$ cat config.mk
export PLATFORM = sky130hd
export DESIGN_NAME = dmi_arbiter_flat
export DESIGN_NICKNAME = d
export VERILOG_FILES = /design/src/rtl/dmi_arbiter_if.sv /design/src/rtl/dmi_arbiter.sv /design/src/flat_wrapper.sv
export SDC_FILE = /design/constraint.sdc
export NUM_CORES = 1
export LEC_CHECK = 0
export CAP_MARGIN = 20
export CORE_MARGIN = 5
export CORE_UTILIZATION = 43
export DETAILED_ROUTE_END_ITERATION = 12
export GPL_TIMING_DRIVEN = 1
export PLACE_DENSITY = 0.86
export SLEW_MARGIN = 5
export SYNTH_ARGS = -nofsm -noshare
export SYNTH_HDL_FRONTEND = slang
export SYNTH_SLANG_ARGS = --single-unit
$ cat constraint.sdc
create_clock -name clk -period 6.9 [get_ports clk]
set_input_delay 0.69 -clock clk [delete_from_list [all_inputs] [get_ports clk]]
set_output_delay 0.69 -clock clk [all_outputs]
set_load 0.01 [all_outputs]
$ cat src/rtl/dmi_arbiter_if.sv
// rtl/dmi_arbiter_if.sv - requester and DMI target signal bundle for dmi_arbiter
// master drives requests and target responses; slave is the arbiter.
interface dmi_arbiter_if #(
   parameter int NUM_REQ    = 2,
   parameter int ADDR_WIDTH = 7,
   parameter int DATA_WIDTH = 32
);
   localparam int IDW = (NUM_REQ > 1) ? $clog2(NUM_REQ) : 1;

   logic [NUM_REQ-1:0]            req_valid;
   logic [NUM_REQ-1:0]            req_ready;
   logic [NUM_REQ*ADDR_WIDTH-1:0] req_addr;
   logic [NUM_REQ*DATA_WIDTH-1:0] req_wdata;
   logic [NUM_REQ*2-1:0]          req_op;
   logic [NUM_REQ-1:0]            rsp_valid;
   logic [DATA_WIDTH-1:0]         rsp_rdata;
   logic [1:0]                    rsp_resp;

   logic                          dmi_req_valid;
   logic                          dmi_req_ready;
   logic [ADDR_WIDTH-1:0]         dmi_addr;
   logic [DATA_WIDTH-1:0]         dmi_wdata;
   logic [1:0]                    dmi_op;
   logic                          dmi_rsp_valid;
   logic [DATA_WIDTH-1:0]         dmi_rdata;
   logic [1:0]                    dmi_resp;

   logic [IDW-1:0]                grant_id;
   logic                          busy;
   logic                          stray_rsp;

   modport master (
      output req_valid, req_addr, req_wdata, req_op,
      output dmi_req_ready, dmi_rsp_valid, dmi_rdata, dmi_resp,
      input  req_ready, rsp_valid, rsp_rdata, rsp_resp,
      input  dmi_req_valid, dmi_addr, dmi_wdata, dmi_op,
      input  grant_id, busy, stray_rsp
   );

   modport slave (
      input  req_valid, req_addr, req_wdata, req_op,
      input  dmi_req_ready, dmi_rsp_valid, dmi_rdata, dmi_resp,
      output req_ready, rsp_valid, rsp_rdata, rsp_resp,
      output dmi_req_valid, dmi_addr, dmi_wdata, dmi_op,
      output grant_id, busy, stray_rsp
   );
endinterface

$ cat src/rtl/dmi_arbiter.sv
// rtl/dmi_arbiter.sv - round-robin arbiter sharing one DMI target port
// One transaction at a time: accept, issue, wait for response, return; a timeout bounds each one.
module dmi_arbiter #(
   parameter int NUM_REQ        = 2,
   parameter int ADDR_WIDTH     = 7,
   parameter int DATA_WIDTH     = 32,
   parameter int TIMEOUT_CYCLES = 255
) (
   input  logic          clk,
   input  logic          rst,
   dmi_arbiter_if.slave  bus
);
   localparam int IDW = (NUM_REQ > 1) ? $clog2(NUM_REQ) : 1;
   localparam int CW  = (TIMEOUT_CYCLES > 1) ? $clog2(TIMEOUT_CYCLES) : 1;
   localparam logic [CW-1:0] TO_LAST = CW'((TIMEOUT_CYCLES > 0) ? TIMEOUT_CYCLES - 1 : 0);
   localparam bit TO_EN = (TIMEOUT_CYCLES > 0);
   localparam logic [NUM_REQ-1:0] ONE = NUM_REQ'(1);

   localparam logic [1:0] OP_NOP    = 2'd0;
   localparam logic [1:0] OP_RSV    = 2'd3;
   localparam logic [1:0] RESP_OK   = 2'd0;
   localparam logic [1:0] RESP_FAIL = 2'd2;
   localparam logic [1:0] RESP_BUSY = 2'd3;

   typedef enum logic [1:0] {
      S_IDLE     = 2'd0,
      S_ISSUE    = 2'd1,
      S_WAIT_RSP = 2'd2,
      S_RESP     = 2'd3
   } state_t;

   state_t                state_q, state_d;
   logic [IDW-1:0]        ptr_q, ptr_d;
   logic [IDW-1:0]        owner_q, owner_d;
   logic [ADDR_WIDTH-1:0] addr_q, addr_d;
   logic [DATA_WIDTH-1:0] wdata_q, wdata_d;
   logic [1:0]            op_q, op_d;
   logic [DATA_WIDTH-1:0] rdata_q, rdata_d;
   logic [1:0]            resp_q, resp_d;
   logic [CW-1:0]         cnt_q, cnt_d;
   logic                  stray_q, stray_d;

   logic                  win_found;
   logic [IDW-1:0]        win_idx;
   logic [IDW-1:0]        scan_idx;
   logic [ADDR_WIDTH-1:0] win_addr;
   logic [DATA_WIDTH-1:0] win_wdata;
   logic [1:0]            win_op;
   logic                  timeout_hit;

   function automatic logic [IDW-1:0] wrap_inc(input logic [IDW-1:0] x);
      return (x == IDW'(NUM_REQ - 1)) ? '0 : x + 1'b1;
   endfunction

   // Scan starts at the pointer and walks upward with wrap; first requester found wins.
   always_comb begin
      win_found = 1'b0;
      win_idx   = '0;
      scan_idx  = ptr_q;
      for (int k = 0; k < NUM_REQ; k++) begin
         if (!win_found && bus.req_valid[scan_idx]) begin
            win_found = 1'b1;
            win_idx   = scan_idx;
         end
         scan_idx = wrap_inc(scan_idx);
      end
   end

   assign win_addr    = bus.req_addr[win_idx*ADDR_WIDTH +: ADDR_WIDTH];
   assign win_wdata   = bus.req_wdata[win_idx*DATA_WIDTH +: DATA_WIDTH];
   assign win_op      = bus.req_op[win_idx*2 +: 2];
   assign timeout_hit = TO_EN && (cnt_q >= TO_LAST);

   always_comb begin
      state_d           = state_q;
      ptr_d             = ptr_q;
      owner_d           = owner_q;
      addr_d            = addr_q;
      wdata_d           = wdata_q;
      op_d              = op_q;
      rdata_d           = rdata_q;
      resp_d            = resp_q;
      cnt_d             = cnt_q;
      stray_d           = stray_q | (bus.dmi_rsp_valid && (state_q != S_WAIT_RSP));
      bus.req_ready     = '0;
      bus.rsp_valid     = '0;
      bus.dmi_req_valid = 1'b0;

      case (state_q)
         S_IDLE: begin
            cnt_d = '0;
            if (win_found) begin
               bus.req_ready = ONE << win_idx;
               owner_d       = win_idx;
               addr_d        = win_addr;
               wdata_d       = win_wdata;
               op_d          = win_op;
               if (win_op == OP_NOP || win_op == OP_RSV) begin
                  rdata_d = '0;
                  resp_d  = (win_op == OP_RSV) ? RESP_FAIL : RESP_OK;
                  state_d = S_RESP;
               end else begin
                  state_d = S_ISSUE;
               end
            end
         end
         S_ISSUE: begin
            bus.dmi_req_valid = 1'b1;
            cnt_d             = cnt_q + CW'(1);
            if (bus.dmi_req_ready) begin
               state_d = S_WAIT_RSP;
            end else if (timeout_hit) begin
               rdata_d = '0;
               resp_d  = RESP_BUSY;
               state_d = S_RESP;
            end
         end
         S_WAIT_RSP: begin
            cnt_d = cnt_q + CW'(1);
            if (bus.dmi_rsp_valid) begin
               rdata_d = bus.dmi_rdata;
               resp_d  = bus.dmi_resp;
               state_d = S_RESP;
            end else if (timeout_hit) begin
               rdata_d = '0;
               resp_d  = RESP_BUSY;
               state_d = S_RESP;
            end
         end
         S_RESP: begin
            bus.rsp_valid = ONE << owner_q;
            ptr_d         = wrap_inc(owner_q);
            state_d       = S_IDLE;
         end
         default: begin
            state_d = S_IDLE;
         end
      endcase
   end

   always_ff @(posedge clk or posedge rst) begin
      if (rst) begin
         state_q <= S_IDLE;
         ptr_q   <= '0;
         owner_q <= '0;
         addr_q  <= '0;
         wdata_q <= '0;
         op_q    <= '0;
         rdata_q <= '0;
         resp_q  <= '0;
         cnt_q   <= '0;
         stray_q <= 1'b0;
      end else begin
         state_q <= state_d;
         ptr_q   <= ptr_d;
         owner_q <= owner_d;
         addr_q  <= addr_d;
         wdata_q <= wdata_d;
         op_q    <= op_d;
         rdata_q <= rdata_d;
         resp_q  <= resp_d;
         cnt_q   <= cnt_d;
         stray_q <= stray_d;
      end
   end

   // grant_id follows a fresh grant in its accept cycle, otherwise holds the last owner.
   assign bus.grant_id  = (state_q == S_IDLE && win_found) ? win_idx : owner_q;
   assign bus.busy      = (state_q != S_IDLE);
   assign bus.stray_rsp = stray_q;
   assign bus.rsp_rdata = rdata_q;
   assign bus.rsp_resp  = resp_q;
   assign bus.dmi_addr  = addr_q;
   assign bus.dmi_wdata = wdata_q;
   assign bus.dmi_op    = op_q;
endmodule
$ cat src/flat_wrapper.sv
// flat-port wrapper written by rule: the top's interface ports become plain ports
module dmi_arbiter_flat 
#(
   parameter int NUM_REQ        = 2,
   parameter int ADDR_WIDTH     = 7,
   parameter int DATA_WIDTH     = 32,
   parameter int TIMEOUT_CYCLES = 255
)
  (clk, rst, bus_req_valid, bus_req_addr, bus_req_wdata, bus_req_op, bus_dmi_req_ready, bus_dmi_rsp_valid, bus_dmi_rdata, bus_dmi_resp, bus_req_ready, bus_rsp_valid, bus_rsp_rdata, bus_rsp_resp, bus_dmi_req_valid, bus_dmi_addr, bus_dmi_wdata, bus_dmi_op, bus_grant_id, bus_busy, bus_stray_rsp);
  dmi_arbiter_if #(.NUM_REQ(NUM_REQ), .ADDR_WIDTH(ADDR_WIDTH), .DATA_WIDTH(DATA_WIDTH)) bus_i ();
  input  logic clk;
  input  logic rst;
  input wire logic [$bits(bus_i.req_valid)-1:0] bus_req_valid;
  input wire logic [$bits(bus_i.req_addr)-1:0] bus_req_addr;
  input wire logic [$bits(bus_i.req_wdata)-1:0] bus_req_wdata;
  input wire logic [$bits(bus_i.req_op)-1:0] bus_req_op;
  input wire logic [$bits(bus_i.dmi_req_ready)-1:0] bus_dmi_req_ready;
  input wire logic [$bits(bus_i.dmi_rsp_valid)-1:0] bus_dmi_rsp_valid;
  input wire logic [$bits(bus_i.dmi_rdata)-1:0] bus_dmi_rdata;
  input wire logic [$bits(bus_i.dmi_resp)-1:0] bus_dmi_resp;
  output wire logic [$bits(bus_i.req_ready)-1:0] bus_req_ready;
  output wire logic [$bits(bus_i.rsp_valid)-1:0] bus_rsp_valid;
  output wire logic [$bits(bus_i.rsp_rdata)-1:0] bus_rsp_rdata;
  output wire logic [$bits(bus_i.rsp_resp)-1:0] bus_rsp_resp;
  output wire logic [$bits(bus_i.dmi_req_valid)-1:0] bus_dmi_req_valid;
  output wire logic [$bits(bus_i.dmi_addr)-1:0] bus_dmi_addr;
  output wire logic [$bits(bus_i.dmi_wdata)-1:0] bus_dmi_wdata;
  output wire logic [$bits(bus_i.dmi_op)-1:0] bus_dmi_op;
  output wire logic [$bits(bus_i.grant_id)-1:0] bus_grant_id;
  output wire logic [$bits(bus_i.busy)-1:0] bus_busy;
  output wire logic [$bits(bus_i.stray_rsp)-1:0] bus_stray_rsp;
  assign bus_i.req_valid = bus_req_valid;
  assign bus_i.req_addr = bus_req_addr;
  assign bus_i.req_wdata = bus_req_wdata;
  assign bus_i.req_op = bus_req_op;
  assign bus_i.dmi_req_ready = bus_dmi_req_ready;
  assign bus_i.dmi_rsp_valid = bus_dmi_rsp_valid;
  assign bus_i.dmi_rdata = bus_dmi_rdata;
  assign bus_i.dmi_resp = bus_dmi_resp;
  assign bus_req_ready = bus_i.req_ready;
  assign bus_rsp_valid = bus_i.rsp_valid;
  assign bus_rsp_rdata = bus_i.rsp_rdata;
  assign bus_rsp_resp = bus_i.rsp_resp;
  assign bus_dmi_req_valid = bus_i.dmi_req_valid;
  assign bus_dmi_addr = bus_i.dmi_addr;
  assign bus_dmi_wdata = bus_i.dmi_wdata;
  assign bus_dmi_op = bus_i.dmi_op;
  assign bus_grant_id = bus_i.grant_id;
  assign bus_busy = bus_i.busy;
  assign bus_stray_rsp = bus_i.stray_rsp;
  dmi_arbiter #(.NUM_REQ(NUM_REQ), .ADDR_WIDTH(ADDR_WIDTH), .DATA_WIDTH(DATA_WIDTH), .TIMEOUT_CYCLES(TIMEOUT_CYCLES)) u_core (.clk(clk), .rst(rst), .bus(bus_i));
endmodule
==> reports/metrics.csv <==
stage;metric;value;unit
synthesis;synth_area_per_cell;11.2;um2
timing;setup_viol;0;
grt;grt_pass1_wl;17900;um
synthesis;yosys_warnings;0;
setup_path;cp.required;6.21;ns
timing;fin_crit;3.81;ns
clock_tree;htree_levels;3;
timing;final-max-slew-violation-count;0;
routing;wl_per_cell;16.9;um
clock_tree;clock_latency;0.35;ns
setup_path;startpoint_type;input port;
clock_tree;numCtsBuffers;9;
power_and_ir_drop;pwr-share-comb;50.3;%
setup_path;critPathKind;in -> out;
synthesis;synthesis.area;0.00394;mm2
synthesis;synth-edff-count;0;
final_layout;final_util;69.7;%
synthesis;synth.area.top_cells;dfrtp_1, mux2i_1, a22o_1;
synthesis;syn-num-nets;480;
timing;skew;0.0125;ns
synthesis;seq_area_frac_synth;56.0;%
power_and_ir_drop;pwr-share-seq;34.6;%
grt;grt_pass1_vias;3575;
job;max_cap_viol_count;0;
routing;drt-vias-per-instance;5.05;
clock_tree;cts_tree;yes;
setup_path;end_kind;output pin;
floorplanning;core.rowCount;35;
timing;setup_tns;0;ns
clock_tree;cts.sinks;88;
clock_tree;cts_resized;0;
timing;max-slew-margin-rel;59.8;%
routing;vias;3361;
synthesis;syn_inst;351;
floorplanning;die_y;106;um
grt;grt_max_degree;89;
final_layout;final_layout_size_suffix_gt1_share;6.50;%
routing;totalWireLength;11200;um
hold_path;hp-class;reg -> reg;
synthesis;synthFlopType;dfrtp_1;
final_layout;area_delta_synth_final;60.5;%
floorplanning;io_pins;205;
timing;clock.fmax;263;MHz
power_and_ir_drop;clkPwrFrac;15.1;%
routing;drc_errors;0;
synthesis;async_flop_share;100;%
synthesis;synth_cell_types;37;
setup_path;cp.arrival;3.12;ns
power_and_ir_drop;powerDensity;411;mW/mm2
placement;numPortBuffers;204;
timing;fin_hold_ws;0.486;ns
final_layout;fin_nets;679;
power_and_ir_drop;power.leakage;0.00282;uW
clock_tree;ctsHoldBuffers;0;
timing;tightest_slew;0.603;ns
grt;grt_antenna_before_repair;0;
clock_tree;clockBufferDepth;2;
final_layout;layout_common_cells;clkdlybuf4s50_1, dfrtp_1, nand2_1, o21ai_0, mux2i_1;
final_layout;n_antenna_cell;0;
synthesis;yosysTopAreaCell;dfrtp_1;
floorplanning;die-width;106;um
synthesis;synth-seq-cells;88;
floorplanning;core_area;0.00906;mm2
synthesis;synth_top_area_share;56.0;%
routing;drt_pre_antenna_iters;5;
placement;finalWeightedCongestion;0.803;
clock_tree;clkTransAtPathRegs;0.08;ns
timing;fin_crit_sh;55.2;%
timing;rsz0062_at_grt;false;
grt;grt_overflow;0;
power_and_ir_drop;vdd_drop_max;0.216;mV
power_and_ir_drop;p_int;1650;uW
timing;hold_viol_final;0;
clock_tree;cts_root_buf;clkbuf_8;
floorplanning;initial_core_util;43.4;%
grt;grtUsageTotal;20.1;%
setup_path;path_max_fanout;33;
floorplanning;dieArea;0.0112;mm2
final_layout;fill_cells;680;
placement;hpwl;8560;um
power_and_ir_drop;switchingPower;946;uW
clock_tree;cts_setup_buffers;0;
status;status;finished clean;
final_layout;layout_commonest_cell;clkdlybuf4s50_1;
power_and_ir_drop;sw_frac_of_total;36.4;%
routing;drtIter0Drc;105;
routing;drtAntennaViolNets;0;
## registers in the layout (all words and copies together), names as in the netlist
| register | cells |
|---|---|
| u_core.bus.dmi_wdata | 32 |
| u_core.owner_q | 1 |
| u_core.bus.rsp_rdata | 32 |
| u_core.bus.stray_rsp | 1 |
| u_core.bus.dmi_addr | 7 |
| u_core.ptr_q | 1 |
| u_core.bus.dmi_op | 2 |
| u_core.cnt_q | 8 |
| u_core.state_q | 2 |
| u_core.bus.rsp_resp | 2 |
## cell usage after synthesis, types with 2 or more instances
library cell / n
dfrtp_1: 88
nand2_1: 48
o21ai_0: 47
mux2i_1: 40
a22o_1: 31
clkbuf_1: 13
nor2_1: 11
inv_1: 10
ha_1: 7
buf_2: 5
mux2_2: 4
a22o_2: 3
a22oi_1: 3
buf_6: 3
nand2b_1: 3
nand3_1: 3
nor2b_1: 3
nor4_1: 3
o31ai_1: 3
xnor2_1: 3
a21o_1: 2
and2_1: 2
o21ai_1: 2
## per-stage QoR
step | instances | area, um2 | total power [uW] | setup slack, ns
after floorplan | 351 | 3940 | 1550 | 3.93
after global placement | 648 | 6060 | 2170 | 2.82
after detailed placement | 648 | 6060 | 2220 | 2.71
after CTS | 663 | 6270 | 2620 | 3.05
after global routing | 665 | 6320 | 2790 | 2.94
final | 665 | 6320 | 2600 | 3.09
## worst max-delay path: stages
cell             delay, ns
clkdlybuf4s50_1       0.58
inv_1                 0.10
o21ai_4               0.38
buf_4                 0.53
nor2_1                0.11
a21o_1                0.20
clkdlybuf4s50_1       0.49
## kinds of logic (layout without fill, tap and decap cells)
group | Yosys count | count (layout) | share of synthesized area [%]
AO/OA/AOI/OAI | 99 | 99 | 17.3
flip-flops | 88 | 88 | 56.0
AND/OR/NAND/NOR | 79 | 79 | 8.87
multiplexers | 44 | 44 | 11.3
buffers and inverters | 31 | 234 | 3.69
adder cells (fa/ha/maj) | 7 | 7 | 2.23
XOR/XNOR | 3 | 3 | 0.668
## worst paths after layout
path / to / depth (start not counted) / slack [ns] / from
setup / recovery: bus_grant_id / 7 / 3.09 / bus_req_valid[0]
hold / removal: u_core.bus.stray_rsp / 1 / 0.49 / u_core.bus.stray_rsp
setup reg to reg: u_core.bus.rsp_rdata[20] / 7 / 4.07 / u_core.ptr_q
hold reg to reg: u_core.bus.stray_rsp / 1 / 0.49 / u_core.bus.stray_rsp
max in group asynchronous: u_core.bus.dmi_wdata[29] / 4 / 5.57 / rst
min in group asynchronous: u_core.bus.rsp_rdata[0] / 3 / 0.70 / rst
## routing by layer
| metal | share of wire (%) | GRT usage [%] | vias to the layer above | wire length, um |
|---|---|---|---|---|
| li1 | - | - | 1641 | - |
| met1 | 40 | 23.8 | 1548 | 4510 |
| met2 | 47 | 32.6 | 153 | 5310 |
| met3 | 10 | 8.33 | 19 | 1150 |
| met4 | 2.3 | 7.59 | 0 | 262 |
| met5 | 0 | 0 | - | 0 |
## cell type report
type | instances | area [um2] | share of cell area [%]
multi-input cells | 232 | 1610 | 25.5
clock inverters | 6 | 92.6 | 1.47
inverters | 10 | 38.8 | 0.614
clock buffers | 9 | 124 | 1.96
flip-flops and latches | 88 | 2200 | 34.9
well taps | 111 | 139 | 2.20
repair buffers | 209 | 2110 | 33.4
## power groups by stage
stage,sequential [uW],clock [uW],combinational (uW)
4_1_cts,900,400,1320
5_1_grt,934,421,1430
2_1_floorplan,990,0,564
3_3_place_gp,901,0,1270
6_report,900,392,1310
3_5_place_dp,905,0,1310
No activity file was read; power rests on OpenSTA's default activity.
